`src/rtl/riscv_pkg.sv`:
```
// Shared RV32I pipeline constants and the IF/ID control encoding.
package riscv_pkg;

  localparam int XLEN = 32;

  localparam logic [XLEN-1:0] RESET_PC   = 32'h0000_0000;
  localparam logic [XLEN-1:0] NOP_INSTR  = 32'h0000_0013;
  localparam logic [XLEN-1:0] HALT_INSTR = 32'h0000_0063;

  // What the IF/ID register does at the next clock edge.
  typedef enum logic [1:0] {
    IFID_LOAD  = 2'd0,
    IFID_HOLD  = 2'd1,
    IFID_FLUSH = 2'd2
  } ifid_ctrl_e;

  // Clears the two low address bits: no compressed instructions, so every
  // fetch address is word aligned.
  function automatic logic [XLEN-1:0] alignPc(input logic [XLEN-1:0] addr);
    return addr & ~{{(XLEN-2){1'b0}}, 2'b11};
  endfunction

endpackage

```
`src/rtl/if_id_reg.sv`:
```
// IF/ID pipeline register with load, hold and flush-to-bubble control.
module if_id_reg
  import riscv_pkg::*;
(
  input  logic            clk,
  input  logic            reset,
  input  ifid_ctrl_e      ctrl_i,
  input  logic [XLEN-1:0] pc_i,
  input  logic [XLEN-1:0] pc_plus4_i,
  input  logic [XLEN-1:0] instr_i,
  output logic [XLEN-1:0] pc_o,
  output logic [XLEN-1:0] pc_plus4_o,
  output logic [XLEN-1:0] instr_o,
  output logic            valid_o
);

  logic [XLEN-1:0] pc_q, pc_d;
  logic [XLEN-1:0] pc_plus4_q, pc_plus4_d;
  logic [XLEN-1:0] instr_q, instr_d;
  logic            valid_q, valid_d;

  // Next-state selection: capture the fetched word, keep the current one,
  // or replace it with a bubble.
  always_comb begin
    pc_d       = pc_q;
    pc_plus4_d = pc_plus4_q;
    instr_d    = instr_q;
    valid_d    = valid_q;
    case (ctrl_i)
      IFID_LOAD: begin
        pc_d       = pc_i;
        pc_plus4_d = pc_plus4_i;
        instr_d    = instr_i;
        valid_d    = 1'b1;
      end
      IFID_FLUSH: begin
        pc_d       = '0;
        pc_plus4_d = '0;
        instr_d    = NOP_INSTR;
        valid_d    = 1'b0;
      end
      default: begin
        pc_d       = pc_q;
        pc_plus4_d = pc_plus4_q;
        instr_d    = instr_q;
        valid_d    = valid_q;
      end
    endcase
  end

  // Register update; reset leaves a bubble in the stage.
  always_ff @(posedge clk) begin
    if (reset) begin
      pc_q       <= '0;
      pc_plus4_q <= '0;
      instr_q    <= NOP_INSTR;
      valid_q    <= 1'b0;
    end else begin
      pc_q       <= pc_d;
      pc_plus4_q <= pc_plus4_d;
      instr_q    <= instr_d;
      valid_q    <= valid_d;
    end
  end

  assign pc_o       = pc_q;
  assign pc_plus4_o = pc_plus4_q;
  assign instr_o    = instr_q;
  assign valid_o    = valid_q;

endmodule

```
`src/rtl/if_fetch_stage.sv`:
```
// Instruction-fetch stage: PC register, next-PC selection, IF/ID capture
// and the sticky self-loop halt flag.
module if_fetch_stage
  import riscv_pkg::*;
(
  input  logic            clk,
  input  logic            reset,
  input  logic            stall,
  input  logic            redirect_valid,
  input  logic [XLEN-1:0] redirect_target,
  output logic [XLEN-1:0] imem_addr,
  input  logic [XLEN-1:0] imem_instr,
  output logic [XLEN-1:0] ifid_pc,
  output logic [XLEN-1:0] ifid_pc_plus4,
  output logic [XLEN-1:0] ifid_instr,
  output logic            ifid_valid,
  output logic            halt
);

  logic [XLEN-1:0] pc_q, pc_d;
  logic [XLEN-1:0] pcPlus4;
  logic            halt_q, halt_d;
  ifid_ctrl_e      ifidCtrl;

  // Wraps naturally modulo 2^32.
  assign pcPlus4 = pc_q + XLEN'(4);

  // Next-PC and IF/ID control: a redirect squashes the wrong-path fetch
  // even while stalled, a stall freezes everything, otherwise advance.
  always_comb begin
    pc_d     = pcPlus4;
    ifidCtrl = IFID_LOAD;
    if (redirect_valid) begin
      pc_d     = alignPc(redirect_target);
      ifidCtrl = IFID_FLUSH;
    end else if (stall) begin
      pc_d     = pc_q;
      ifidCtrl = IFID_HOLD;
    end
  end

  // Halt is only raised by a HALT word that actually lands in IF/ID as a
  // valid instruction; squashed or stalled words never set it.
  always_comb begin
    halt_d = halt_q;
    if (ifidCtrl == IFID_LOAD && imem_instr == HALT_INSTR) begin
      halt_d = 1'b1;
    end
  end

  // PC and halt state; reset overrides stall and redirect.
  always_ff @(posedge clk) begin
    if (reset) begin
      pc_q   <= RESET_PC;
      halt_q <= 1'b0;
    end else begin
      pc_q   <= pc_d;
      halt_q <= halt_d;
    end
  end

  if_id_reg u_if_id_reg (
    .clk        (clk),
    .reset      (reset),
    .ctrl_i     (ifidCtrl),
    .pc_i       (pc_q),
    .pc_plus4_i (pcPlus4),
    .instr_i    (imem_instr),
    .pc_o       (ifid_pc),
    .pc_plus4_o (ifid_pc_plus4),
    .instr_o    (ifid_instr),
    .valid_o    (ifid_valid)
  );

  assign imem_addr = pc_q;
  assign halt      = halt_q;

endmodule

```
`config.mk`:
```
export PLATFORM = sky130hd
export DESIGN_NAME = if_fetch_stage
export DESIGN_NICKNAME = d
export VERILOG_FILES = /design/src/rtl/riscv_pkg.sv /design/src/rtl/if_id_reg.sv /design/src/rtl/if_fetch_stage.sv
export SDC_FILE = /design/constraint.sdc
export NUM_CORES = 1
export LEC_CHECK = 0
export ABC_CLOCK_PERIOD_IN_PS = 6220
export CAP_MARGIN = 40
export CORE_AREA = 3 3 154 156
export DETAILED_ROUTE_END_ITERATION = 8
export DIE_AREA = 0 0 157 159
export PLACE_DENSITY_LB_ADDON = 0.2
export SETUP_SLACK_MARGIN = 0.2
export SYNTH_ARGS = -nofsm -noshare
export SYNTH_HDL_FRONTEND = slang
export SYNTH_HIERARCHICAL = 1
export SYNTH_SLANG_ARGS = --single-unit
```
`constraint.sdc`:
```
create_clock -name clk -period 6.22 [get_ports clk]
set_input_delay 0.622 -clock clk [delete_from_list [all_inputs] [get_ports clk]]
set_output_delay 0.622 -clock clk [all_outputs]
set_load 0.05 [all_outputs]
```
* Word level (Yosys, flattened, before mapping)
Index checks and enable logic that the tools add are counted.
Word-level totals: bits in registers 130, input port bits 68, output and inout bits 130
Cells by class: add/sub/neg operators 1, equality and inequality tests 3, muxes and demuxes 8, reduce and logical (&&, ||, !) cells 4
Operator list (number):
- 32-bit case mux with 2 select lines | 3
- 32-bit 2-to-1 mux | 2
- 32-bit by 3-bit adder with 32-bit output (second input constant) | 1
- 32-bit by 7-bit == test with 1-bit output (second input constant) | 1
- 2-bit == test (second input constant) | 1
- 2-bit zero test | 1
- 2-bit 2-to-1 mux | 1
- 2-bit by 1-bit != test with 1-bit output (second input constant) | 1
- 1-bit case mux with 2 select lines | 1
- 2-bit nonzero test | 1
- 2-bit OR reduction | 1
- 1-bit logical AND | 1
- 1-bit 2-to-1 mux | 1

* Longest topological paths before layout
word-level depth 4, gate-level depth with buffers 9, gate-level depth less buffers 7

* Cells and area by module
The synthesis kept the hierarchy.
By module, submodules not included:
- if_id_reg | instances 1, cells each 432, area an instance 4134.0 µm², seq. area each 1941.9 µm²
- if_fetch_stage | instances 1, cells each 334, area an instance 2610.0 µm², seq. area each 620.6 µm²

* Least setup slack after synthesis
No wires, ideal clock.
path type reg-to-reg, start point reg pc_q[2] (netlist: imem_addr[2]), end point reg pc_q[24] (netlist: imem_addr[24]), library setup time 0.091 ns, data arrival time 2.318 ns, setup slack 3.811 ns, cell stages (with the launch flop) 6, buffers on the path 0, period minus slack after synthesis 2.409 ns, cell sequence dfxtp_1 ha_1 nand4_2 or3_1 or4_1 a311oi_1
On the way: cells in the longest elaborated chain, start to end 3
Ends and longest elaborated chain:
- start: declaration | RTL line if_fetch_stage.sv:20 | logic [XLEN-1:0] pc_q, pc_d;
- start signal: assignment | RTL line if_fetch_stage.sv:57 | pc_q <= pc_d;
- 32-bit by 3-bit adder with 32-bit output | RTL line if_fetch_stage.sv:26 | assign pcPlus4 = pc_q + XLEN'(4);
- 32-bit 2-to-1 mux | RTL line if_fetch_stage.sv:36 | end else if (stall) begin
- 32-bit 2-to-1 mux | RTL line if_fetch_stage.sv:33 | if (redirect_valid) begin
Every way passes these cells. The select of a mux whose other input is x is not followed. A chain may end at the register's enable or synchronous reset.

* Worst setup path in the final report
start point in stall, end point reg u_if_id_reg.pc_q[30] (netlist: u_if_id_reg/pc_o[30])
On the way: cells in the longest elaborated chain, start to end 4, elaborated cells between the ends (all ways) 6, classes of those cells eq/ne: 1; mux: 3; reduce/logical: 2
Ends and longest elaborated chain:
- start: declaration | RTL line if_fetch_stage.sv:8 | input logic stall,
- 1-bit 2-to-1 mux * | RTL line if_fetch_stage.sv:36
- 2-bit 2-to-1 mux * | RTL line if_fetch_stage.sv:33
- net ifidCtrl[0] | RTL line if_fetch_stage.sv:23 | ifid_ctrl_e ifidCtrl;
- 2-bit == test / 2-bit zero test (equally long branches) | RTL line if_id_reg.sv:29 | case (ctrl_i)
- 32-bit case mux with 2 select lines / 2-bit nonzero test (equally long branches)
- end signal: assignment | RTL line if_id_reg.sv:59 | pc_q <= pc_d;
- end: declaration | RTL line if_id_reg.sv:17 | logic [XLEN-1:0] pc_q, pc_d;
The timed path passes the listed nets; every way through them passes the cells marked *.

==> results.txt <==
The placed instance area came out at 0.00875 sq mm. The floorplan die height is between 150 and 200 microns. The share of final-layout standard cells stronger than drive strength 1 is 0.116.

The detailed-route via count is around 6,000. For this configuration, the core starts out at a cell density of 0.300. The number of enable flip-flop cells after synthesis is 0. The power density normalized to cell area is 244 mW/mm^2. OpenSTA, run right after detailed placement, puts the worst setup slack at roughly 2600 ps. Buffers added to address setup during post-CTS repair amount to 0. The global-route usage over all layers is 0.172.

The cell leakage power is 3.05 nW. Leaving out fill and tap cells, the most frequent cells in the layout are sky130_fd_sc_hd__clkdlybuf4s50_1 (192), sky130_fd_sc_hd__dfxtp_1 (128), sky130_fd_sc_hd__nand2_1 (112). The via count of the first global-routing pass came out at 5,899. The prevailing post-synth register cell is sky130_fd_sc_hd__dfxtp_1. The count of warnings emitted by yosys came out at 6.

The first global-routing pass estimated around 34,000 microns of wire. The number of buffers on the longest clock path is 2. The first detailed-routing pass took 4 iterations. The number of unique standard cell types used by synthesis is 62. The number of setup violations in the final report came out at 0. The number of remaining DRC errors is 0.

The required time reported for the critical path endpoint came out at roughly 6500 ps. The number of nets with antenna violations after detailed routing is 0. The tree is rooted in a sky130_fd_sc_hd__clkbuf_16. After the flow finishes, the layout carries non-filler instances totaling 1,217. TritonCTS built the clock tree.

The total power came out at 2.26 mW. The hold slack came out at 455 ps. The total detailed-routing wirelength is 21,800 microns.

The highest fanout seen on the critical path came out at 30. The number of placed I/O pins is 198. The relative slew slack is 0.384.

For this block, the initial DRC count from the detailed router was 323. By startpoint and endpoint, the worst setup path is classified as primary input to flop. For this run, the top clock speed supported by timing is about 320 MHz. The sum of overflow across all layers after global routing is 0. The die area came out at 0.0250 sq mm.

The layout overhead on the synthesized area is 37.6%. The worst setup path is launched from a primary input. The final weighted congestion of routability-driven global placement came out at 0.763. The run finished with clean final reports. The utilization after layout came out at 0.412. For the worst setup path, the data arrival time is 3400 ps.

0 antenna diodes ended up in the layout. The total instance count after detailed placement came out at roughly 1,200. The maximum number of pins on one net before global-route repair is 105. At the later pin of the worst-skew pair, clock insertion delay measures 420 ps.

The total clock sinks is about 130. The type of the tightest min-delay check is flop to flop. For the pin with the worst max-slew slack, the measured transition is 921 ps. The share of the Yosys chip area taken by registers is 0.380. Leaving out fill and tap cells, the most frequent cell in the layout is sky130_fd_sc_hd__clkdlybuf4s50_1. The detailed placement HPWL is 14,900 microns. Row generation in the floorplan step produced 55 rows. After floorplanning, the core was sized to cover about 0.023 sq mm. The worst path meets setup with 3110 ps of slack.

The clock transition time at the flip-flop clock pins of the worst setup and hold paths came out at 60 ps. The die extent in x is 157 microns. The layout filler cell count came out at 2,258. The number of antenna violations at the first check in global routing is 1. The per-cell via count in the routed design is 4.96. The peak ir drop on the vdd network is 161 uV.

In this run, CTS created clock tree buffers numbering 17. The proportion of register bits with asynchronous set or reset after synthesis came out at 0. Synthesis produced a netlist whose cell count is 766. The final number of hold-violating endpoints is 0.

The count of max-cap constraint violations is 0. The post-route minimum period came out at slightly above 3000 ps. Summing every instance area after synthesis gives 0.00674 sq mm. Setup repair after global routing left no endpoint under its margin. Input and output buffers added on the ports amount to between 150 and 200. The type of destination of the critical path is a flop. The max-slew violation count is 0.

The post-route clock period utilization came out at 0.501. Summing all non-filler instances in the final layout gives an area of 0.00928 sq mm. The number of gates resized after CTS was 0. The routed length per placed instance is 17.9 microns. The net total in the final layout came out at 989. The setup total negative slack is 0 ps. The maximum clock skew at final layout came out at 8.05 ps.

The post-synthesis area per instance is just under 9 sq um. The H-tree was split into 4 levels. The total of flip-flops plus latches after synthesis is 128.

The number of buffers inserted for hold repair after clock tree synthesis is 0.
[path summary, 6_finish.rpt]
path                       startpoint                    endpoint  slack, ps  cells past startpoint
setup / recovery                stall        u_if_id_reg/pc_o[30]       3110                      8
hold / removal    u_if_id_reg/valid_o         u_if_id_reg/valid_o        460                      2
setup reg to reg         imem_addr[2]  u_if_id_reg/pc_plus4_o[30]       3540                      7
hold reg to reg   u_if_id_reg/valid_o         u_if_id_reg/valid_o        460                      2
[where the power goes]
group          internal [mW]  switching (mW)  leakage [nW]
clock                  0.554           0.368         0.258
sequential             0.857          0.0528          1.05
combinational          0.168           0.260          1.74
[Yosys cell counts, types with 2 or more instances]
library cell | instances | share of area
sky130_fd_sc_hd__nand4_1 | 20 | 0.019
sky130_fd_sc_hd__or3_1 | 3 | 0.0028
sky130_fd_sc_hd__buf_1 | 2 | 0.0011
sky130_fd_sc_hd__a31o_2 | 2 | 0.0026
sky130_fd_sc_hd__nor2_1 | 35 | 0.019
sky130_fd_sc_hd__o22ai_1 | 33 | 0.031
sky130_fd_sc_hd__o31ai_1 | 3 | 0.0033
sky130_fd_sc_hd__clkbuf_1 | 28 | 0.016
sky130_fd_sc_hd__a31oi_1 | 2 | 0.0019
sky130_fd_sc_hd__nand2_1 | 112 | 0.062
sky130_fd_sc_hd__o31a_1 | 4 | 0.0052
sky130_fd_sc_hd__nand2b_1 | 94 | 0.087
sky130_fd_sc_hd__dfxtp_1 | 128 | 0.38
sky130_fd_sc_hd__buf_2 | 22 | 0.016
sky130_fd_sc_hd__nand3_1 | 16 | 0.012
sky130_fd_sc_hd__nor3b_1 | 3 | 0.0033
sky130_fd_sc_hd__and3_1 | 9 | 0.0083
sky130_fd_sc_hd__o221ai_1 | 2 | 0.0026
sky130_fd_sc_hd__and2_1 | 4 | 0.0037
sky130_fd_sc_hd__and4_1 | 5 | 0.0065
sky130_fd_sc_hd__buf_4 | 3 | 0.0033
sky130_fd_sc_hd__or4_1 | 6 | 0.0067
sky130_fd_sc_hd__o22ai_2 | 60 | 0.11
sky130_fd_sc_hd__a211oi_1 | 11 | 0.012
sky130_fd_sc_hd__nor2b_1 | 3 | 0.0028
sky130_fd_sc_hd__nor4_1 | 14 | 0.013
sky130_fd_sc_hd__nor3_1 | 16 | 0.012
sky130_fd_sc_hd__a21oi_1 | 14 | 0.010
sky130_fd_sc_hd__xor2_1 | 12 | 0.016
sky130_fd_sc_hd__nor4b_1 | 3 | 0.0039
sky130_fd_sc_hd__o21a_1 | 3 | 0.0033
sky130_fd_sc_hd__buf_6 | 14 | 0.023
sky130_fd_sc_hd__inv_1 | 14 | 0.0078
sky130_fd_sc_hd__clkbuf_8 | 4 | 0.0082
sky130_fd_sc_hd__xnor2_1 | 28 | 0.036
sky130_fd_sc_hd__a311oi_1 | 8 | 0.010
[cell families after synthesis]
kind of cell | Yosys count | share of synthesized area
and+or+nand+nor | 356 | 0.282
AOI/OAI and AO/OA | 151 | 0.206
DFF | 128 | 0.380
buffers and inverters | 88 | 0.0764
xor gates and xnor gates | 40 | 0.0519
adders and majority gates | 1 | 0.00185
other | 1 | 0.000556
muxes | 1 | 0.00148
[state kept, by name, summed over array words and instances (netlist names)]
register	cells
imem_addr	30
u_if_id_reg/valid_o	1
u_if_id_reg/instr_o	32
u_if_id_reg/pc_plus4_o	32
u_if_id_reg/pc_o	32
halt	1
[layer usage]
layer | up-vias | part of all wire | global-route usage
met5 | - | 0.00041 | 0
met3 | 20 | 0.065 | 0.0443
met2 | 190 | 0.45 | 0.267
li1 | 3006 | - | -
met1 | 2819 | 0.47 | 0.234
met4 | 2 | 0.014 | 0.0529
[cell type report]
cell class | count | area, sq um | area share
clock buffer | 24 | 462 | 0.0498
sequential | 128 | 2560 | 0.276
multi-input combinational | 555 | 3690 | 0.398
clock inverter | 7 | 62.6 | 0.00674
tap | 285 | 357 | 0.0384
inverter | 14 | 52.6 | 0.00566
timing repair buffer | 204 | 2090 | 0.225
[worst max-delay path, stage by stage]
cell	delay, ps
sky130_fd_sc_hd__clkdlybuf4s50_1	450
sky130_fd_sc_hd__buf_4	290
sky130_fd_sc_hd__inv_1	250
sky130_fd_sc_hd__nor2_4	470
sky130_fd_sc_hd__or2_4	530
sky130_fd_sc_hd__buf_12	280
sky130_fd_sc_hd__buf_4	350
sky130_fd_sc_hd__o22ai_1	110
Note: power is estimated with default switching activity, not from simulation.
